`src/rtl/fetch_stage_pkg.sv`:
```
// Shared definitions for the instruction fetch stage and its branch history table.
package fetch_stage_pkg;

    localparam int unsigned XLEN  = 64;
    localparam int unsigned ILEN  = 32;
    localparam int unsigned CNT_W = 32;

    localparam logic [6:0]      OPCODE_BRANCH = 7'b1100011;
    localparam logic [ILEN-1:0] NOP_INSTR     = 32'h00000013;

    typedef logic [1:0] bht_ctr_t;

    localparam bht_ctr_t SNT = 2'd0;
    localparam bht_ctr_t WNT = 2'd1;
    localparam bht_ctr_t WT  = 2'd2;
    localparam bht_ctr_t ST  = 2'd3;

    // Saturating 2-bit counter step toward the resolved outcome.
    function automatic bht_ctr_t sat_update(input bht_ctr_t ctr, input logic taken);
        bht_ctr_t res;
        res = ctr;
        if (taken) begin
            if (ctr != ST) res = ctr + 2'd1;
        end else begin
            if (ctr != SNT) res = ctr - 2'd1;
        end
        return res;
    endfunction

endpackage

```
`src/rtl/branch_history_table.sv`:
```
// Table of 2-bit saturating counters: one combinational read port, one update port.
module branch_history_table
    import fetch_stage_pkg::*;
#(
    parameter int unsigned BHT_ENTRIES = 64,
    parameter bht_ctr_t    BHT_INIT    = WNT,
    localparam int unsigned IDX_W      = $clog2(BHT_ENTRIES)
) (
    input  logic             clk,
    input  logic             rst,
    input  logic [IDX_W-1:0] rd_idx,
    output logic             rd_taken,
    input  logic             upd_valid,
    input  logic [IDX_W-1:0] upd_idx,
    input  logic             upd_taken
);

    bht_ctr_t bht [BHT_ENTRIES];

    // Read returns the pre-update counter; a same-cycle update shows up next cycle.
    assign rd_taken = bht[rd_idx][1];

    // Counter array reset and single saturating update per cycle.
    always_ff @(posedge clk or posedge rst) begin
        if (rst) begin
            for (int i = 0; i < int'(BHT_ENTRIES); i++) begin
                bht[i] <= BHT_INIT;
            end
        end else if (upd_valid) begin
            bht[upd_idx] <= sat_update(bht[upd_idx], upd_taken);
        end
    end

endmodule

```
`src/rtl/fetch_stage.sv`:
```
// IF stage: PC register, BHT-based direction prediction, branch perf counters.
module fetch_stage
    import fetch_stage_pkg::*;
#(
    parameter logic [63:0] RESET_PC    = 64'h0,
    parameter int unsigned BHT_ENTRIES = 64,
    parameter bht_ctr_t    BHT_INIT    = WNT
) (
    input  logic             clk,
    input  logic             rst,
    input  logic             stall,
    input  logic             redirect,
    input  logic [XLEN-1:0]  redirect_pc,
    input  logic             upd_valid,
    input  logic [XLEN-1:0]  upd_pc,
    input  logic             upd_taken,
    input  logic             upd_mispredict,
    output logic [XLEN-1:0]  imem_addr,
    input  logic [ILEN-1:0]  imem_rdata,
    output logic [XLEN-1:0]  pc_out,
    output logic [ILEN-1:0]  instr_out,
    output logic             prediction_out,
    output logic [CNT_W-1:0] branch_cnt,
    output logic [CNT_W-1:0] mispred_cnt
);

    localparam int unsigned IDX_W = $clog2(BHT_ENTRIES);

    logic [XLEN-1:0]  pc;
    logic [XLEN-1:0]  pc_next;
    logic [XLEN-1:0]  seq_pc;
    logic [XLEN-1:0]  imm_b;
    logic             is_branch;
    logic             bht_taken;
    logic [IDX_W-1:0] rd_idx;
    logic [IDX_W-1:0] upd_idx;
    logic             unused_bits;

    // Index bits below the word offset and above the table size are don't-care.
    assign unused_bits = ^{upd_pc[XLEN-1:IDX_W+2], upd_pc[1:0], redirect_pc[1:0]};

    assign imem_addr = pc;
    assign pc_out    = pc;
    assign instr_out = rst ? NOP_INSTR : imem_rdata;

    assign is_branch = (imem_rdata[6:0] == OPCODE_BRANCH);
    assign imm_b     = {{51{imem_rdata[31]}}, imem_rdata[31], imem_rdata[7],
                        imem_rdata[30:25], imem_rdata[11:8], 1'b0};

    assign rd_idx  = pc[IDX_W+1:2];
    assign upd_idx = upd_pc[IDX_W+1:2];

    assign prediction_out = ~rst & is_branch & bht_taken;

    branch_history_table #(
        .BHT_ENTRIES (BHT_ENTRIES),
        .BHT_INIT    (BHT_INIT)
    ) u_bht (
        .clk       (clk),
        .rst       (rst),
        .rd_idx    (rd_idx),
        .rd_taken  (bht_taken),
        .upd_valid (upd_valid),
        .upd_idx   (upd_idx),
        .upd_taken (upd_taken)
    );

    assign seq_pc = prediction_out ? (pc + imm_b) : (pc + 64'd4);

    // Next fetch address: redirect beats stall, stall beats prediction.
    always_comb begin
        pc_next = pc;
        if (redirect) begin
            pc_next = {redirect_pc[XLEN-1:2], 2'b00};
        end else if (!stall) begin
            pc_next = {seq_pc[XLEN-1:2], 2'b00};
        end
    end

    // PC register.
    always_ff @(posedge clk or posedge rst) begin
        if (rst) begin
            pc <= RESET_PC;
        end else begin
            pc <= pc_next;
        end
    end

    // Resolved-branch and mispredict counters, free-running with wrap.
    always_ff @(posedge clk or posedge rst) begin
        if (rst) begin
            branch_cnt  <= '0;
            mispred_cnt <= '0;
        end else if (upd_valid) begin
            branch_cnt <= branch_cnt + 32'd1;
            if (upd_mispredict) begin
                mispred_cnt <= mispred_cnt + 32'd1;
            end
        end
    end

endmodule

```
`config.mk`:
```
export PLATFORM = sky130hd
export DESIGN_NAME = fetch_stage
export DESIGN_NICKNAME = d
export VERILOG_FILES = /design/src/rtl/fetch_stage_pkg.sv /design/src/rtl/branch_history_table.sv /design/src/rtl/fetch_stage.sv
export SDC_FILE = /design/constraint.sdc
export NUM_CORES = 1
export LEC_CHECK = 0
export ABC_CLOCK_PERIOD_IN_PS = 16700
export BUFFER_PORTS_ARGS = -buffer_cell sky130_fd_sc_hd__buf_2
export CAP_MARGIN = 15
export CORE_MARGIN = 2
export CORE_UTILIZATION = 59
export DETAILED_ROUTE_END_ITERATION = 10
export GPL_TIMING_DRIVEN = 1
export MAX_ROUTING_LAYER = met4
export PLACE_DENSITY = 0.87
export SLEW_MARGIN = 40
export SYNTH_ARGS = -nofsm -noshare
export SYNTH_HDL_FRONTEND = slang
export SYNTH_SLANG_ARGS = --single-unit
```
`constraint.sdc`:
```
create_clock -name clk -period 16.7 [get_ports clk]
set_input_delay 0 -clock clk [delete_from_list [all_inputs] [get_ports clk]]
set_output_delay 0 -clock clk [all_outputs]
set_load 0.01 [all_outputs]
```
==> flow_metrics.env <==
export IMPL_status="finished clean"
export IMPL_cp_top_family="compound AO/OA/AOI/OAI gates"
export IMPL_dp_hpwl_microns=33600
export IMPL_max_freq_ghz=0.157
export IMPL_start_util_pct=59.8
export IMPL_synth_seq_cells=254
export IMPL_min_delay_start="imem_rdata[9]"
export IMPL_drv_cap=0
export IMPL_finalSetupTns_ns=0
export IMPL_drc=0
export IMPL_yosysWarnings=0
export IMPL_finalPower_w=0.00179
export IMPL_synth_mux_area_share_pct=15.8
export IMPL_die_h_microns=172
export IMPL_power_frac_seq_pct=43.3
export IMPL_reg2reg_depth=19
export IMPL_slew_headroom_pct=37.8
export IMPL_finalSetupViolCount=0
export IMPL_fin_crit_sh_pct=38.1
export IMPL_worstPathRequired_ns=17.14
export IMPL_cp_slowest_cell="dfrtp_2"
export IMPL_p_leak_nw=9.08
export IMPL_yosys_area_top_type="dfrtp_1"
export IMPL_ios=392
export IMPL_finalWirelength_microns=49000
export IMPL_cts_root_buf="clkbuf_16"
export IMPL_worst_path_buf_inv=1
export IMPL_drt_antenna_violating_nets=0
export IMPL_p_int_w=0.00125
export IMPL_clockPowerShare_pct=35.8
export IMPL_finish_utilization_pct=70.8
export IMPL_arrival_ns=6.79
export IMPL_rsz0062_at_grt="no"
export IMPL_path_cells="mux4_2 -> mux4_2 -> mux2_2 -> o21ai_1 -> nor4_2 -> buf_4 -> and2_1 -> ha_1 -> a21o_1 -> a31o_2 -> o211ai_1 -> o211ai_2 -> a21boi_1 -> o21ai_1 -> a2111oi_2 -> o221ai_1 -> a21oi_1 -> a21boi_0 -> nor3_1"
export IMPL_clock_sinks=254
export IMPL_grt_start_max_net_pins=113
export IMPL_yosysTopAreaCellShare_pct=28.7
export IMPL_regToRegEndpoint="imem_addr[63]$_DFFE_PP0P_"
export IMPL_powerDensity_nw_per_um2=91.4
export IMPL_startpoint_type="register"
export IMPL_worstSetupPathType="register to register"
export IMPL_combPwrFrac_pct=20.9
export IMPL_crit_start="imem_addr[2]$_DFFE_PP0P_"
export IMPL_numPortBuffers=327
export IMPL_min_to="imem_addr[2]$_DFFE_PP0P_"
export IMPL_p_switching_w=0.000539
export IMPL_grt_usage_pct=33.5
export IMPL_htreeDepth=1
export IMPL_synth_avg_cell_area_sq_um=9.90
export IMPL_core_sq_um=27700
export IMPL_synth_area_top_cells="dfrtp_1 (29%), dfstp_2 (10%), mux2_2 (9.9%)"
export IMPL_hp_class="input pin to register"
export IMPL_dieArea_sq_um=29400
export IMPL_r2r_slack_ns=10.34
export IMPL_antenna_found_initial=1
export IMPL_clk_pin_slew_ns=0.07
export IMPL_synth_compound_gate_area_share_pct=14.2
export IMPL_async_flop_share_pct=100
export IMPL_post_cts_buffers=0
export IMPL_yosysSeqAreaShare_pct=38.9
export IMPL_die_w_microns=172
export IMPL_synthAdderAreaFrac_pct=5.00
export IMPL_cts_tree="done"
export IMPL_finalHoldViolCount=0
export IMPL_dr_total_vias=14600
export IMPL_synth_common_cells="dfrtp_1 (190), nand2_1 (162), mux2_2 (145), nor2_1 (123), a21oi_1 (95)"
export IMPL_syn_inst=1673
export IMPL_first_pass_iters=5
export IMPL_initialDrtViolationCount=1369
export IMPL_skew_ns=0.0240
export IMPL_clockBufferDepth=3
export IMPL_synth_edf_count=0
export IMPL_p_sw_share_pct=30.1
export IMPL_overflow=0
export IMPL_critPathMaxFanout=17
export IMPL_min_period_ns=6.36
export IMPL_routabilityCongestion=0.949
export IMPL_clk_latency_ns=0.56
export IMPL_wire_per_inst_microns=20.8
export IMPL_timing_rr_start="imem_addr[2]$_DFFE_PP0P_"
export IMPL_max_vdd_ir_drop_mv=0.0854
export IMPL_cts_buffers=28
export IMPL_ys_flop_type="dfrtp_1"
export IMPL_grt_pass1_wl_microns=75500
export IMPL_synth_top_family_by_area="multiplexers"
export IMPL_hold_path_depth=5
export IMPL_synthXorXnorAreaFrac_pct=6.08
export IMPL_worst_slew_pin_slew_ns=0.929
export IMPL_synth_area_sq_um=16600
export IMPL_drive_gt1_share_pct=32.8
export IMPL_yosysMostFrequentCell="dfrtp_1"
export IMPL_area_delta_synth_final_pct=18.4
export IMPL_yosysUniqueCellTypes=74
export IMPL_num_rows=61
export IMPL_synth_simple_gate_area_share_pct=14.7
export IMPL_cpPeakStageDelay_ns=0.75
export IMPL_grt_pass1_vias=14100
export IMPL_slew_viol_final=0
export IMPL_cp_end_kind="register"
export IMPL_vias_per_cell=6.17
export IMPL_finalNetCount=2192
[per-layer routing]
layer	vias up	track usage (%)	part of all wire, %
li1	6545	-	-
met1	7015	44.2	40
met2	846	52.3	47
met3	166	4.92	8.7
met4	0	13.9	4.3
met5	-	-	0
[cells by family after synthesis]
logic type / after synthesis
fa+ha+maj: 66
compound gates: 362
simple gates: 507
flops: 254
buf+inv: 167
xor+xnor: 115
other cells: 1
mux: 201
[cells in the final DEF, fill, tap and decap left out, types with 5 or more instances in the layout]
cell type,synthesis,layout
o21a_1,38,38
and4_1,6,6
a21o_1,27,27
nor2b_1,42,42
inv_1,16,15
buf_2,9,326
a22oi_1,12,12
a21oi_1,95,95
ha_1,63,63
dlygate4sd3_1,0,66
o31ai_1,5,5
o22ai_1,7,7
a21boi_0,6,6
o21bai_1,8,8
nand4_1,28,28
nor2_1,123,123
clkbuf_1,67,7
clkbuf_8,0,9
a221oi_1,11,11
xor2_1,42,42
mux2_2,145,145
or2_2,8,8
nand3_1,40,40
nand2_1,162,162
nand2b_1,9,9
nor3_1,18,18
dfrtp_1,190,188
buf_4,66,9
a211oi_1,5,5
a31oi_1,12,12
dfstp_2,64,64
nor4_1,8,7
clkbuf_16,0,28
mux2i_1,22,22
mux4_2,34,34
o21ai_0,78,78
and2_1,22,22
xnor2_1,73,73
o211ai_1,26,26
and3_1,22,22
[power groups by stage]
stage                     registers [W]  clock network, W  logic (W)
after floorplan                0.000770                 0   0.000248
after global placement         0.000776                 0   0.000343
after detailed placement       0.000782                 0   0.000354
after CTS                      0.000773          0.000649   0.000370
after global routing           0.000785          0.000675   0.000408
final                          0.000777          0.000641   0.000375
[how the worst max path moves through the flow]
stage	end	slack, ns	depth (start not counted)
final	imem_addr[63]$_DFFE_PP0P_	10.34	19
after global routing	imem_addr[63]$_DFFE_PP0P_	10.08	19
after CTS	imem_addr[63]$_DFFE_PP0P_	10.44	19
after detailed placement	imem_addr[63]$_DFFE_PP0P_	10.48	19
after global placement	imem_addr[63]$_DFFE_PP0P_	10.22	19
after floorplan	branch_cnt[0]$_DFFE_PP0P_	9.64	2
[registers in the layout, summed over array words and instances, names as in the netlist]
name / count
branch_cnt: 32
imem_addr: 62
mispred_cnt: 32
u_bht.bht: 128
[cell type report]
class / instances / area [sq um]
Antenna cell: 1 / 2.50
Sequential cell: 254 / 6440
Fill cell: 1947 / 8090
Clock buffer: 44 / 851
Inverter: 17 / 76.3
Tap cell: 378 / 473
Multi-Input combinational cell: 1255 / 9260
Timing Repair Buffer: 405 / 2400
Clock inverter: 7 / 109
[repair_timing]
item / in CTS / in global routing
endpoints found under the setup margin: 0 / 0
gates resized for setup: 0 / 0
hold buffers: 66 / 0
endpoints found under the hold margin: 154 / 0
[worst reg2reg max path: cells and delay by family (launching register included)]
kind | cells | cell delay (ns)
fa+ha+maj | 1 | 0.35
compound gates | 11 | 3.23
simple gates | 3 | 0.34
flops | 1 | 0.75
buf+inv | 1 | 0.18
mux | 3 | 1.39
[through the flow]
step           setup WS [ns]  cell area (sq um)  hold WS, ns  instances
4_1_cts                10.44              19600       0.0132       2360
5_1_grt                10.08              19600       0.0872       2361
3_5_place_dp           10.48              18000        0.206       2243
2_1_floorplan           9.64              16600       0.0464       1676
6_report               10.34              19600       0.0255       2361
3_3_place_gp           10.22              18000        0.204       2243
Power figures use the tool's default switching activity.
